[config.mk]
export PLATFORM = sky130hd
export DESIGN_NAME = onehot_hold_decoder
export DESIGN_NICKNAME = d
export VERILOG_FILES = /design/src/rtl/onehot_hold_decoder.sv
export SDC_FILE = /design/constraint.sdc
export NUM_CORES = 1
export LEC_CHECK = 0
export CAP_MARGIN = 20
export CORE_ASPECT_RATIO = 0.9
export CORE_MARGIN = 4
export CORE_UTILIZATION = 35
export CTS_CLUSTER_DIAMETER = 120
export DETAILED_ROUTE_END_ITERATION = 8
export GPL_TIMING_DRIVEN = 0
export PLACE_DENSITY = 0.67
export SYNTH_ARGS = -nofsm -noshare
export SYNTH_HDL_FRONTEND = slang
export SYNTH_SLANG_ARGS = --single-unit
[constraint.sdc]
create_clock -name clk -period 2.05 [get_ports clk]
set_input_delay 0.205 -clock clk [delete_from_list [all_inputs] [get_ports clk]]
set_output_delay 0.205 -clock clk [all_outputs]
set_load 0.005 [all_outputs]
[src/rtl/onehot_hold_decoder.sv]
// Decodes an accepted index into a one-hot line held high for a programmable number of cycles.
// Latency: 1 cycle from accept to line assertion; lines switch directly between codes with no idle gap.
// Backpressure: in_ready depends only on internal state (never on in_valid); optional 1-entry skid buffer.
//
// Optional feature macro: ONEHOT_HOLD_SKID_EN
//   undefined : no buffering; in_ready is high in IDLE, or in HOLD on the last hold cycle only
//   defined   : 1-entry skid buffer (code + length); in_ready = !skid_full
//
// Ports:
//   clk         rising-edge clock
//   rst_n       asynchronous active-low reset
//   in_code     encoded index (IN_W bits)
//   in_valid    in_code is valid this cycle
//   in_ready    block can accept in_code this cycle
//   hold_len    hold length in cycles; 0 is treated as 1; sampled at accept
//   out_onehot  registered one-hot line vector (2**IN_W bits), zero when idle
//   out_valid   high whenever out_onehot is non-zero
//   busy        high in HOLD or while the skid buffer is occupied
module onehot_hold_decoder #(
    parameter int IN_W   = 2,
    parameter int HOLD_W = 4
) (
    input  logic                 clk,
    input  logic                 rst_n,
    input  logic [IN_W-1:0]      in_code,
    input  logic                 in_valid,
    output logic                 in_ready,
    input  logic [HOLD_W-1:0]    hold_len,
    output logic [(2**IN_W)-1:0] out_onehot,
    output logic                 out_valid,
    output logic                 busy
);

    localparam int OUT_W = 2**IN_W;

    typedef enum logic {
        S_IDLE = 1'b0,
        S_HOLD = 1'b1
    } state_t;

    state_t             r_state;
    logic [HOLD_W-1:0]  r_cnt;
    logic [OUT_W-1:0]   r_onehot;
    logic               r_out_valid;

    logic [HOLD_W-1:0]  w_len;
    logic [OUT_W-1:0]   w_dec;
    logic               w_last;
    logic               w_accept;

    // A zero hold length still produces a one-cycle strobe.
    assign w_len    = (hold_len == '0) ? HOLD_W'(1) : hold_len;
    assign w_dec    = {{(OUT_W-1){1'b0}}, 1'b1} << in_code;
    // cnt==0 never occurs in HOLD; treating it like the last cycle keeps the FSM from sticking.
    assign w_last   = (r_state == S_HOLD) && (r_cnt <= HOLD_W'(1));
    assign w_accept = in_valid && in_ready;

`ifdef ONEHOT_HOLD_SKID_EN
    logic               r_skid_full;
    logic [IN_W-1:0]    r_skid_code;
    logic [HOLD_W-1:0]  r_skid_len;
    logic [OUT_W-1:0]   w_skid_dec;

    assign w_skid_dec = {{(OUT_W-1){1'b0}}, 1'b1} << r_skid_code;
    assign in_ready   = !r_skid_full;
    assign busy       = (r_state == S_HOLD) || r_skid_full;
`else
    assign in_ready   = (r_state == S_IDLE) || w_last;
    assign busy       = (r_state == S_HOLD);
`endif

    assign out_onehot = r_onehot;
    assign out_valid  = r_out_valid;

    always_ff @(posedge clk or negedge rst_n) begin
        if (!rst_n) begin
            r_state     <= S_IDLE;
            r_cnt       <= '0;
            r_onehot    <= '0;
            r_out_valid <= 1'b0;
`ifdef ONEHOT_HOLD_SKID_EN
            r_skid_full <= 1'b0;
            r_skid_code <= '0;
            r_skid_len  <= '0;
`endif
        end else begin
            case (r_state)
                S_IDLE: begin
                    if (w_accept) begin
                        r_state     <= S_HOLD;
                        r_cnt       <= w_len;
                        r_onehot    <= w_dec;
                        r_out_valid <= 1'b1;
                    end
                end
                S_HOLD: begin
                    if (!w_last) begin
                        r_cnt <= r_cnt - HOLD_W'(1);
`ifdef ONEHOT_HOLD_SKID_EN
                        // Mid-hold accepts park in the skid until the current line finishes.
                        if (w_accept) begin
                            r_skid_full <= 1'b1;
                            r_skid_code <= in_code;
                            r_skid_len  <= w_len;
                        end
`endif
                    end
`ifdef ONEHOT_HOLD_SKID_EN
                    // The parked code is older than anything on the input, so it goes first.
                    else if (r_skid_full) begin
                        r_cnt       <= r_skid_len;
                        r_onehot    <= w_skid_dec;
                        r_out_valid <= 1'b1;
                        r_skid_full <= 1'b0;
                    end
`endif
                    else if (w_accept) begin
                        // Direct reload: the line switches without an idle cycle.
                        r_cnt       <= w_len;
                        r_onehot    <= w_dec;
                        r_out_valid <= 1'b1;
                    end else begin
                        r_state     <= S_IDLE;
                        r_cnt       <= '0;
                        r_onehot    <= '0;
                        r_out_valid <= 1'b0;
                    end
                end
                default: begin
                    r_state     <= S_IDLE;
                    r_cnt       <= '0;
                    r_onehot    <= '0;
                    r_out_valid <= 1'b0;
                end
            endcase
        end
    end

endmodule

==> run summary, run 1 <==
Min cycle time layout -> 1880 ps
Nets -> 101
# IOs -> 16
Skew final -> 3.41 ps
CTS Hold Bufs -> 0
Layout area overhead -> 35.1%
Syn nets -> 80
DR iter-0 viols -> 8
DP Wirelength -> 1130 um
Sequential group share of total power -> 28.8%
Register Area -> 250 sq um
Flops & latches, synth -> 10
CTS H-Tree Depth -> 1
Final period util -> 91.5%
Multi-input gate area -> 378 sq um
Fraction of layout cells with a size suffix above 1 -> 23.6%
Clk pwr share -> 14.0%
Final setup fails -> 0
Root Buffer -> clkbuf_4
Synthesis Warnings -> 0
Vias per Instance -> 5.42
Site Rows -> 14
Slew Viols, Final -> 0
Least-Margin Pin Slew -> 483 ps
GPL Wtd Cong -> 0.827
Maximum vdd drop -> 0.000697 V
Via count -> 613
Sequential area share after synthesis -> 37.5%
Share of total power in combinational logic -> 57.2%
P_int -> 0.830 mW
RSZ-0062 raised after global routing -> no
Die Height -> 49.4 um
Antenna cell count -> 0
IO buf count -> 14
DR DRC count -> 0
DP Worst Slack -> -242 ps
Critical path type -> reg2out
GRT Total Usage -> 14.0%
Total core area -> 1730 sq um
Syn Inst Count -> 69
Sw Share -> 37.1%
Critical Path, Cell by Cell -> inv_1 -> ha_2 -> or2_4 -> a21oi_4 -> inv_1 -> dlygate4sd2_1
Fmax -> 0.533 GHz
WL/cell -> 14.5 um
Vias in the first global route -> 575
Largest net degree at the start of global routing -> 11
Fin. Hold Viols -> 0
Post-synth top area share -> 37.5%
CTS buffer count -> 3
Relative slew slack -> 67.7%
Final ANT Viol Nets -> 0
Final wirelength -> 1640 um
Switch Pwr -> 0.489 mW
Pwr dens -> 1460 nW/um^2
Yosys cell types -> 30
Skew-Pair Late Insertion Delay -> 270 ps
Hold Slack -> 252 ps
Fillers -> 160
Sink Count -> 10
Antenna violations before repair -> 0
Netlist Area Pre-Place -> 667 sq um
Hold crit path type -> in2async
Worst Path Required -> 1850 ps
CP max stage delay -> 420 ps
Synth top area cells -> dfrtp_1, a221o_2, mux2i_1
Starting Density -> 38.5%
Syn_area_per_cell -> 9.67 sq um
TritonCTS clock tree -> done
Critical Path End Type -> primary output
First-pass detailed-route iteration total -> 4
CP most frequent cell -> inv_1
CP max-delay cell -> dfrtp_1
GRT Residual Overflow -> 0
Leak -> 0.394 nW
Clock Pin Slew Worst Setup and Hold Paths -> 70 ps
Slack of the critical path -> 173 ps
DIE WIDTH -> 54.0 um
Run status -> complete, no violations
CTS max path bufs -> 2
Die Area -> 2670 sq um
Largest area contributor in the netlist -> dfrtp_1
Startpoint Class -> flip-flop
Crit-path max FO -> 5
Max Cap Violations -> 0
Data arrival time of the critical path -> 1670 ps
First-pass GRT wire length -> 2640 um
## path summary, 6_finish.rpt
path / slack, ps / start / end / cells after the start
max in group asynchronous: 1470 / rst_n / r_cnt[0]$_DFFE_PN0P_ / 1
min in group clk: 390 / in_valid / r_cnt[3]$_DFFE_PN0P_ / 4
hold / removal: 250 / rst_n / r_cnt[2]$_DFFE_PN0P_ / 1
hold reg to reg: 530 / out_valid$_DFFE_PN0P_ / out_valid$_DFFE_PN0P_ / 1
setup reg to reg: 320 / r_cnt[0]$_DFFE_PN0P_ / out_onehot[1]$_DFFE_PN0P_ / 6
setup / recovery: 170 / r_cnt[0]$_DFFE_PN0P_ / in_ready / 6
## layout make-up
type                    count  area share (%)
plain buffers               4            2.92
clock buffers               4            4.03
inverters                   7            2.92
multi-input cells          48            41.9
flip-flops and latches     10            27.8
well taps                  24            3.33
repair buffers             16            17.1
## placed cells by master, fill, tap and decap left out, types with 3 or more instances in the layout
cell              n
clkdlybuf4s50_1  13
a21oi_1           4
nand2b_1          4
inv_1             7
clkbuf_4          3
mux2i_1           3
a221o_2           5
dfrtp_1          10
nand3b_1          3
nor2_1            5
## cells in the mapped netlist
cell type / n
dfrtp_1: 10
inv_1: 7
a21oi_1: 5
a221o_2: 5
nor2_1: 5
nand2b_1: 4
mux2i_1: 3
nand3b_1: 3
a221o_1: 2
buf_2: 2
ha_1: 2
nor2b_1: 2
nor3_1: 2
a211o_2: 1
a21boi_0: 1
and2_1: 1
and3_4: 1
buf_6: 1
clkbuf_2: 1
nand3_1: 1
nand4_1: 1
o2111ai_1: 1
o211ai_1: 1
o21ai_0: 1
o311ai_0: 1
o32a_1: 1
or2_2: 1
or2_4: 1
or3b_1: 1
xor2_1: 1
## cell families after synthesis
| logic type | share of synthesized area [%] |
|---|---|
| AND/OR/NAND/NOR | 21.2 |
| buffers and inverters | 7.88 |
| adder cells (fa/ha/maj) | 3.75 |
| XOR/XNOR | 1.31 |
| flip-flops | 37.5 |
| AO/OA/AOI/OAI | 23.8 |
| multiplexers | 4.50 |
## critical path: cells and delay by family (launching register included)
family          cells  cell delay (ps)
fa+ha+maj           1              200
compound gates      1              130
simple gates        1              260
buf+inv             3              380
flops               1              420
## layer usage
metal	up-vias	wire length, um	track usage, %
met4	0	42	8.30
met5	-	0	0
met2	12	760	20.8
met1	303	775	16.8
met3	4	63	5.20
li1	294	-	-
## registers in the layout, summed over array words and instances (netlist names)
register	flops
busy	1
out_onehot	4
out_valid	1
r_cnt	4
## power groups by stage
stage,logic (mW),registers (mW),clock network [mW]
final,0.755,0.380,0.185
after global routing,0.842,0.395,0.202
after CTS,0.759,0.378,0.188
after detailed placement,0.690,0.382,0
after global placement,0.673,0.378,0
after floorplan,0.435,0.372,0
## through the flow
stage	power (mW)	cells	util, %	area, sq um	TNS [ps]
after floorplan	0.806	69	-	667	0
after global placement	1.05	107	48.3	837	-191
after detailed placement	1.07	107	48.3	837	-242
after CTS	1.32	113	51.9	901	0
after global routing	1.44	113	51.9	901	0
final	1.32	113	51.9	901	0
## what timing repair did
item,4_1_cts,5_1_grt
gates resized for setup,4,0
endpoints found under the setup margin,1,0
setup buffers,2,0
Note: power is estimated with default switching activity, not from simulation.
==> inputs of run 2 (changes only) <==
Settings changed: ABC_AREA set to 1, PLACE_DENSITY 0.67 to 0.68.
==> run summary, run 2 <==
Starting Density -> 36.8% (-1.7 points)
Pwr dens -> 1600 nW/um^2 (+9.5%)
Root Buffer -> clkbuf_4
Layout area overhead -> 35.8%
Multi-input gate area -> 319 sq um (-16%)
Worst Path Required -> 1850 ps (about the same)
Antenna violations before repair -> 0 (unchanged)
Skew-Pair Late Insertion Delay -> 270 ps (about the same)
Cell Count, Final, Fillers Out -> 119 (+5.3%)
Nets -> 107 (+5.9%)
Run status -> complete, no violations
Post-synthesis mux area share -> 0% (-4.5 points)
Sequential group share of total power -> 28.7% (about the same)
IO buf count -> 15 (+1)
WL/cell -> 10.7 um (-26%)
DP Worst Slack -> 297 ps (+539 ps)
First-pass GRT wire length -> 2120 um (-20%)
Setup_tns -> 0 ps (unchanged)
Most frequent cells in the layout -> nand2_1, clkdlybuf4s50_1, dfrtp_1, inv_1
Utilization after layout -> 49.9% (-2.0 points)
Yosys cell types -> 15 (-50%)
Synth Area in Compound Gates -> 13.5% (-10 points)
Min cycle time layout -> 1980 ps (+106 ps)
Syn nets -> 87 (+8.8%)
Fillers -> 170 (+6.3%)
Sequential area share after synthesis -> 40.9% (+3.4 points)
Switch Pwr -> 0.573 mW (+17%)
Post-synth top area share -> 40.9% (+3.4 points)
GRT Residual Overflow -> 0 (unchanged)
Final period util -> 96.7% (+5.2 points)
Fraction of layout cells with a size suffix above 1 -> 26.3% (+2.7 points)
First-pass detailed-route iteration total -> 4 (unchanged)
Critical path type -> reg2out
Least-Margin Pin Slew -> 472 ps (-11.0 ps)
Most used DFF post-synth -> dfrtp_1
Post-Synth Adder-Cell Area -> 4.09% (+0.34 points)
Vias per Instance -> 4.52 (-17%)
DR iter-0 viols -> 7 (-1)
Die Area -> 2480 sq um (-7.0%)
Leak -> 0.419 nW (+6.4%)
TritonCTS clock tree -> done
CTS max path bufs -> 2 (unchanged)
Asr flop ratio synth -> 100% (unchanged)
P_int -> 0.760 mW (-8.4%)
Startpoint Class -> flip-flop
Vias in the first global route -> 518 (-9.9%)
Site Rows -> 14 (unchanged)
Syn Inst Count -> 76 (+10%)
Fmax -> 0.504 GHz (-5.3%)
R2r setup slk -> 690 ps (+370 ps)
Syn_area_per_cell -> 8.05 sq um (-17%)
CTS buffer count -> 3 (unchanged)
Antenna cell count -> 0 (unchanged)
Synthesis Warnings -> 0 (unchanged)
Hold crit path type -> in2async
DIE WIDTH -> 52.1 um (-3.6%)
Most frequent cells after synthesis -> nand2_1, inv_1, dfrtp_1, nand3_1, nor2_1
Final wirelength -> 1270 um (-23%)
Largest area contributor in the netlist -> dfrtp_1
Clock Pin Slew Worst Setup and Hold Paths -> 80 ps (about the same)
Flops & latches, synth -> 10 (unchanged)
RSZ-0062 raised after global routing -> no
Worst Setup SP -> r_cnt[0]$_DFFE_PN0P_
Count leader, synth -> nand2_1
Slack of the critical path -> 67.6 ps (-106 ps)
CP most frequent cell -> nand2_2
Critical Path, Cell by Cell -> inv_2 -> ha_1 -> inv_1 -> nand2_2 -> nand2_2 -> nand2_4 -> clkdlybuf4s50_1
Total core area -> 1660 sq um (-4.0%)
GPL Wtd Cong -> 0.812 (-1.8%)
Post-Synth XOR/XNOR Area -> 0% (-1.3 points)
Clk pwr share -> 13.8% (-0.2 points)
DP Cell Count -> 115 (+7.5%)
CTS H-Tree Depth -> 1 (unchanged)
CTS Hold Bufs -> 0 (unchanged)
Die Height -> 47.7 um (-3.5%)
Critical Path End Type -> primary output
Share of total power in combinational logic -> 57.5% (+0.3 points)
Max Cap Violations -> 0 (unchanged)
Sink Count -> 10 (unchanged)
# Post-CTS Setup Buffers -> 0 (-2)
# IOs -> 16 (unchanged)
Sw Share -> 43.0% (+5.9 points)
Data arrival time of the critical path -> 1780 ps (+110 ps)
Skew final -> 8.59 ps (+5.18 ps)
DP Wirelength -> 995 um (-12%)
Relative slew slack -> 68.4% (+0.75 points)
Reg2reg end -> r_cnt[1]$_DFFE_PN0P_
Worst reg2reg startpoint -> r_cnt[0]$_DFFE_PN0P_
R2R cell count -> 9 (+3)
Crit-path max FO -> 4 (-1)
Simple-gate share of the synthesized area -> 34.2% (+13 points)
Largest net degree at the start of global routing -> 11 (unchanged)
Register Area -> 250 sq um (unchanged)
Final ANT Viol Nets -> 0 (unchanged)
Via count -> 538 (-12%)
EDFF count, synth -> 0 (unchanged)
GRT Total Usage -> 12.1% (-1.9 points)
Final setup fails -> 0 (unchanged)
Netlist Area Pre-Place -> 612 sq um (-8.3%)
Largest family of logic cells by synthesized area -> simple AND/OR/NAND/NOR gates
CP max-delay cell -> clkdlybuf4s50_1
DR DRC count -> 0 (unchanged)
CP max stage delay -> 510 ps (+90 ps)
Fin. Hold Viols -> 0 (unchanged)
Slew Viols, Final -> 0 (unchanged)
Maximum vdd drop -> 0.000678 V (-2.8%)
Most common cell after layout, fill and taps aside -> nand2_1
CP endpoint -> in_ready
Synth top area cells -> dfrtp_1, nand2_1, nand2_4
run 2: changes by cell type after synthesis, moves of 3 or more:
cell	previous run	this run
nand2_2	0	4
nand2_1	0	22
mux2i_1	3	0
a221o_2	5	0
a21oi_1	5	1
nand2_4	0	4
o21ai_2	0	4
nand3_1	1	5
nand2b_1	4	0
a21oi_2	0	4
nand3b_1	3	0
inv_1	7	11
run 2: kinds of logic after synthesis:
group           after synthesis
compound gates               10
fa+ha+maj                     2
buf+inv                      12
flops                        10
simple gates                 42
run 2: worst min-delay path by stage:
stage,start,to,cells after the start
floorplan,rst_n,busy$_DFF_PN0_,0
global placement,out_valid$_DFFE_PN0P_,out_valid$_DFFE_PN0P_,2
detailed placement,out_onehot[2]$_DFFE_PN0P_,out_onehot[2]$_DFFE_PN0P_,2
CTS,rst_n,busy$_DFF_PN0_,1
global route,rst_n,r_cnt[3]$_DFFE_PN0P_,1
finish,rst_n,r_cnt[3]$_DFFE_PN0P_,1
run 2: layout make-up:
type	instances	area share (%)
clock buffers	4	4.37
repair buffers	15	18.1
inverters	12	5.42
flip-flops and latches	10	30.1
well taps	24	3.61
multi-input cells	54	38.4
run 2: routing by layer:
layer,part of all wire [%],global-route usage (%)
met5,0,0
met4,0.71,4.71
met3,6.8,5.92
met2,49,20.3
met1,43,13.5
run 2: what timing repair did:
action / CTS / global route
resized for setup: 1 / 2
endpoints found under the hold margin: 0 / 0
endpoints found under the setup margin: 1 / 1
cloned: 0 / 0
run 2: metrics by stage:
| step | total power, mW | instance area, sq um | hold WS (ps) |
|---|---|---|---|
| after detailed placement | 1.15 | 792 | 474 |
| after global placement | 1.12 | 792 | 459 |
| after global routing | 1.44 | 831 | 286 |
| after floorplan | 0.885 | 612 | -90.6 |
| after CTS | 1.34 | 828 | 265 |
| final | 1.33 | 831 | 248 |
run 2: power groups by stage:
stage	registers [mW]	logic [mW]	clock network, mW
floorplan	0.374	0.511	0
global placement	0.378	0.745	0
detailed placement	0.382	0.765	0
CTS	0.381	0.770	0.188
global route	0.398	0.845	0.196
finish	0.383	0.767	0.184
run 2: critical path: cells and delay by family (launching register included):
kind	cells	cell delay, ps
fa+ha+maj	1	160
buf+inv	3	680
flops	1	410
simple gates	3	260
==> inputs of run 3 (changes only) <==
Settings changed: CAP_MARGIN 20 to unset, CORE_MARGIN 4 to unset.
==> run summary, run 3 (synthesized netlist as in run 2, its figures left out) <==
Data arrival time of the critical path -> 1480 ps (-300 ps)
Antenna cell count -> 0 (unchanged)
Largest net degree at the start of global routing -> 11 (unchanged)
Root Buffer -> clkbuf_4
GPL Wtd Cong -> 0.864 (+6.4%)
First-pass detailed-route iteration total -> 4 (unchanged)
Total core area -> 1530 sq um (-8.1%)
RSZ-0062 raised after global routing -> no
DP Wirelength -> 960 um (-3.5%)
DR DRC count -> 0 (unchanged)
Fmax -> 0.594 GHz (+18%)
Final ANT Viol Nets -> 0 (unchanged)
Fraction of layout cells with a size suffix above 1 -> 26.0% (-0.27 points)
DP Cell Count -> 113 (-1.7%)
Run status -> complete, no violations
Most common cell after layout, fill and taps aside -> nand2_1
IO buf count -> 15 (unchanged)
Critical Path End Type -> primary output
Skew final -> 12.3 ps (+3.75 ps)
CP most frequent cell -> nand2_2
Most frequent cells in the layout -> nand2_1, clkdlybuf4s50_1, inv_1, dfrtp_1
Crit-path max FO -> 4 (unchanged)
CTS H-Tree Depth -> 1 (unchanged)
Cell Count, Final, Fillers Out -> 118 (-0.84%)
Skew-Pair Late Insertion Delay -> 270 ps (about the same)
Vias per Instance -> 4.53 (+0.29%)
Slew Viols, Final -> 0 (unchanged)
Nets -> 108 (+0.93%)
Relative slew slack -> 68.0% (-0.45 points)
Least-Margin Pin Slew -> 479 ps (+6.70 ps)
CP max stage delay -> 410 ps (-100 ps)
Vias in the first global route -> 521 (+0.58%)
Tot Pwr -> 1.33 mW (-0.22%)
Maximum vdd drop -> 0.000994 V (+47%)
Die Area -> 1920 sq um (-23%)
Leak -> 0.438 nW (+4.6%)
Site Rows -> 13 (-1)
Max Cap Violations -> 0 (unchanged)
Final wirelength -> 1200 um (-5.4%)
Final period util -> 82.1% (-15 points)
Starting Density -> 40.0% (+3.2 points)
DIE WIDTH -> 46.1 um (-12%)
GRT Total Usage -> 16.2% (+4.1 points)
CP max-delay cell -> dfrtp_1
Via count -> 535 (-0.56%)
Min cycle time layout -> 1680 ps (-299 ps)
Sink Count -> 10 (unchanged)
Final setup fails -> 0 (unchanged)
CTS max path bufs -> 2 (unchanged)
Fin. Hold Viols -> 0 (unchanged)
CTS Hold Bufs -> 0 (unchanged)
Worst Path Required -> 1850 ps (about the same)
WL/cell -> 10.2 um (-4.5%)
Critical Path, Cell by Cell -> buf_4 -> ha_1 -> inv_1 -> nand2_2 -> nand2_2 -> nand2_4 -> dlymetal6s2s_1
Die Height -> 41.7 um (-13%)
Startpoint Class -> flip-flop
First-pass GRT wire length -> 2210 um (+4.5%)
TritonCTS clock tree -> done
Critical path type -> reg2out
Layout area overhead -> 37.0%
DR iter-0 viols -> 7 (unchanged)
Pwr dens -> 1590 nW/um^2 (-1.1%)
Setup_tns -> 0 ps (unchanged)
Hold crit path type -> in2async
GRT Residual Overflow -> 0 (unchanged)
# IOs -> 16 (unchanged)
Antenna violations before repair -> 0 (unchanged)
Clock Pin Slew Worst Setup and Hold Paths -> 80 ps (about the same)
CTS buffer count -> 3 (unchanged)
R2r setup slk -> 650 ps (-40 ps)
Utilization after layout -> 54.8% (+4.9 points)
Fillers -> 159 (-6.5%)
run 3: cell types whose count changed in the layout (fill, tap and decap cells not counted), sizes merged:
cell           previous run  this run
dlymetal6s2s              0         1
clkdlybuf4s50            15        14
buf                       0         1
run 3: final timing paths:
path,startpoint,cells after the start,to
setup / recovery,r_cnt[0]$_DFFE_PN0P_,7,in_ready
max in group asynchronous,rst_n,1,r_cnt[1]$_DFFE_PN0P_
hold reg to reg,out_onehot[3]$_DFFE_PN0P_,2,out_onehot[3]$_DFFE_PN0P_
hold / removal,rst_n,1,out_onehot[1]$_DFFE_PN0P_
setup reg to reg,r_cnt[0]$_DFFE_PN0P_,9,r_cnt[1]$_DFFE_PN0P_
min in group clk,out_onehot[3]$_DFFE_PN0P_,2,out_onehot[3]$_DFFE_PN0P_
run 3: what timing repair did:
item	4_1_cts	5_1_grt
gates resized for setup	1	2
setup endpoints to repair	1	1
buffers inserted	0	1
run 3: report_power, final:
group	internal (mW)	switching, mW	total, mW
clock network	0.108	0.0724	0.180
logic	0.361	0.412	0.773
registers	0.298	0.0792	0.377
total	0.766	0.564	1.33
run 3: cell type report:
| cell class | instances | area (sq um) | area share, % |
|---|---|---|---|
| multi-input combinational | 54 | 319 | 38.1 |
| inverter | 12 | 45.0 | 5.37 |
| timing repair buffer | 16 | 160 | 19.1 |
| clock buffer | 4 | 36.3 | 4.33 |
| sequential | 10 | 250 | 29.9 |
| tap | 22 | 27.5 | 3.28 |
run 3: metal layers:
| metal | wire length (um) | GRT usage (%) | up-vias |
|---|---|---|---|
| li1 | - | - | 276 |
| met1 | 560 | 21.2 | 247 |
| met2 | 577 | 23.1 | 10 |
| met3 | 50 | 7.83 | 2 |
| met4 | 14 | 5.29 | 0 |
| met5 | 0 | 0 | - |
run 3: worst max-delay path, delay by kind of cell, from the launching register on:
| kind | cells | cell delay (ps) |
|---|---|---|
| adder cells (fa/ha/maj) | 1 | 180 |
| buffers and inverters | 3 | 360 |
| AND/OR/NAND/NOR | 3 | 260 |
| flip-flops | 1 | 410 |
run 3: through the flow:
step,hold slack [ps],cell area [sq um],worst slack [ps]
after global placement,459,790,338
after global routing,287,838,288
after floorplan,-90.6,612,805
final,254,838,367
after detailed placement,466,790,312
after CTS,273,826,33.3
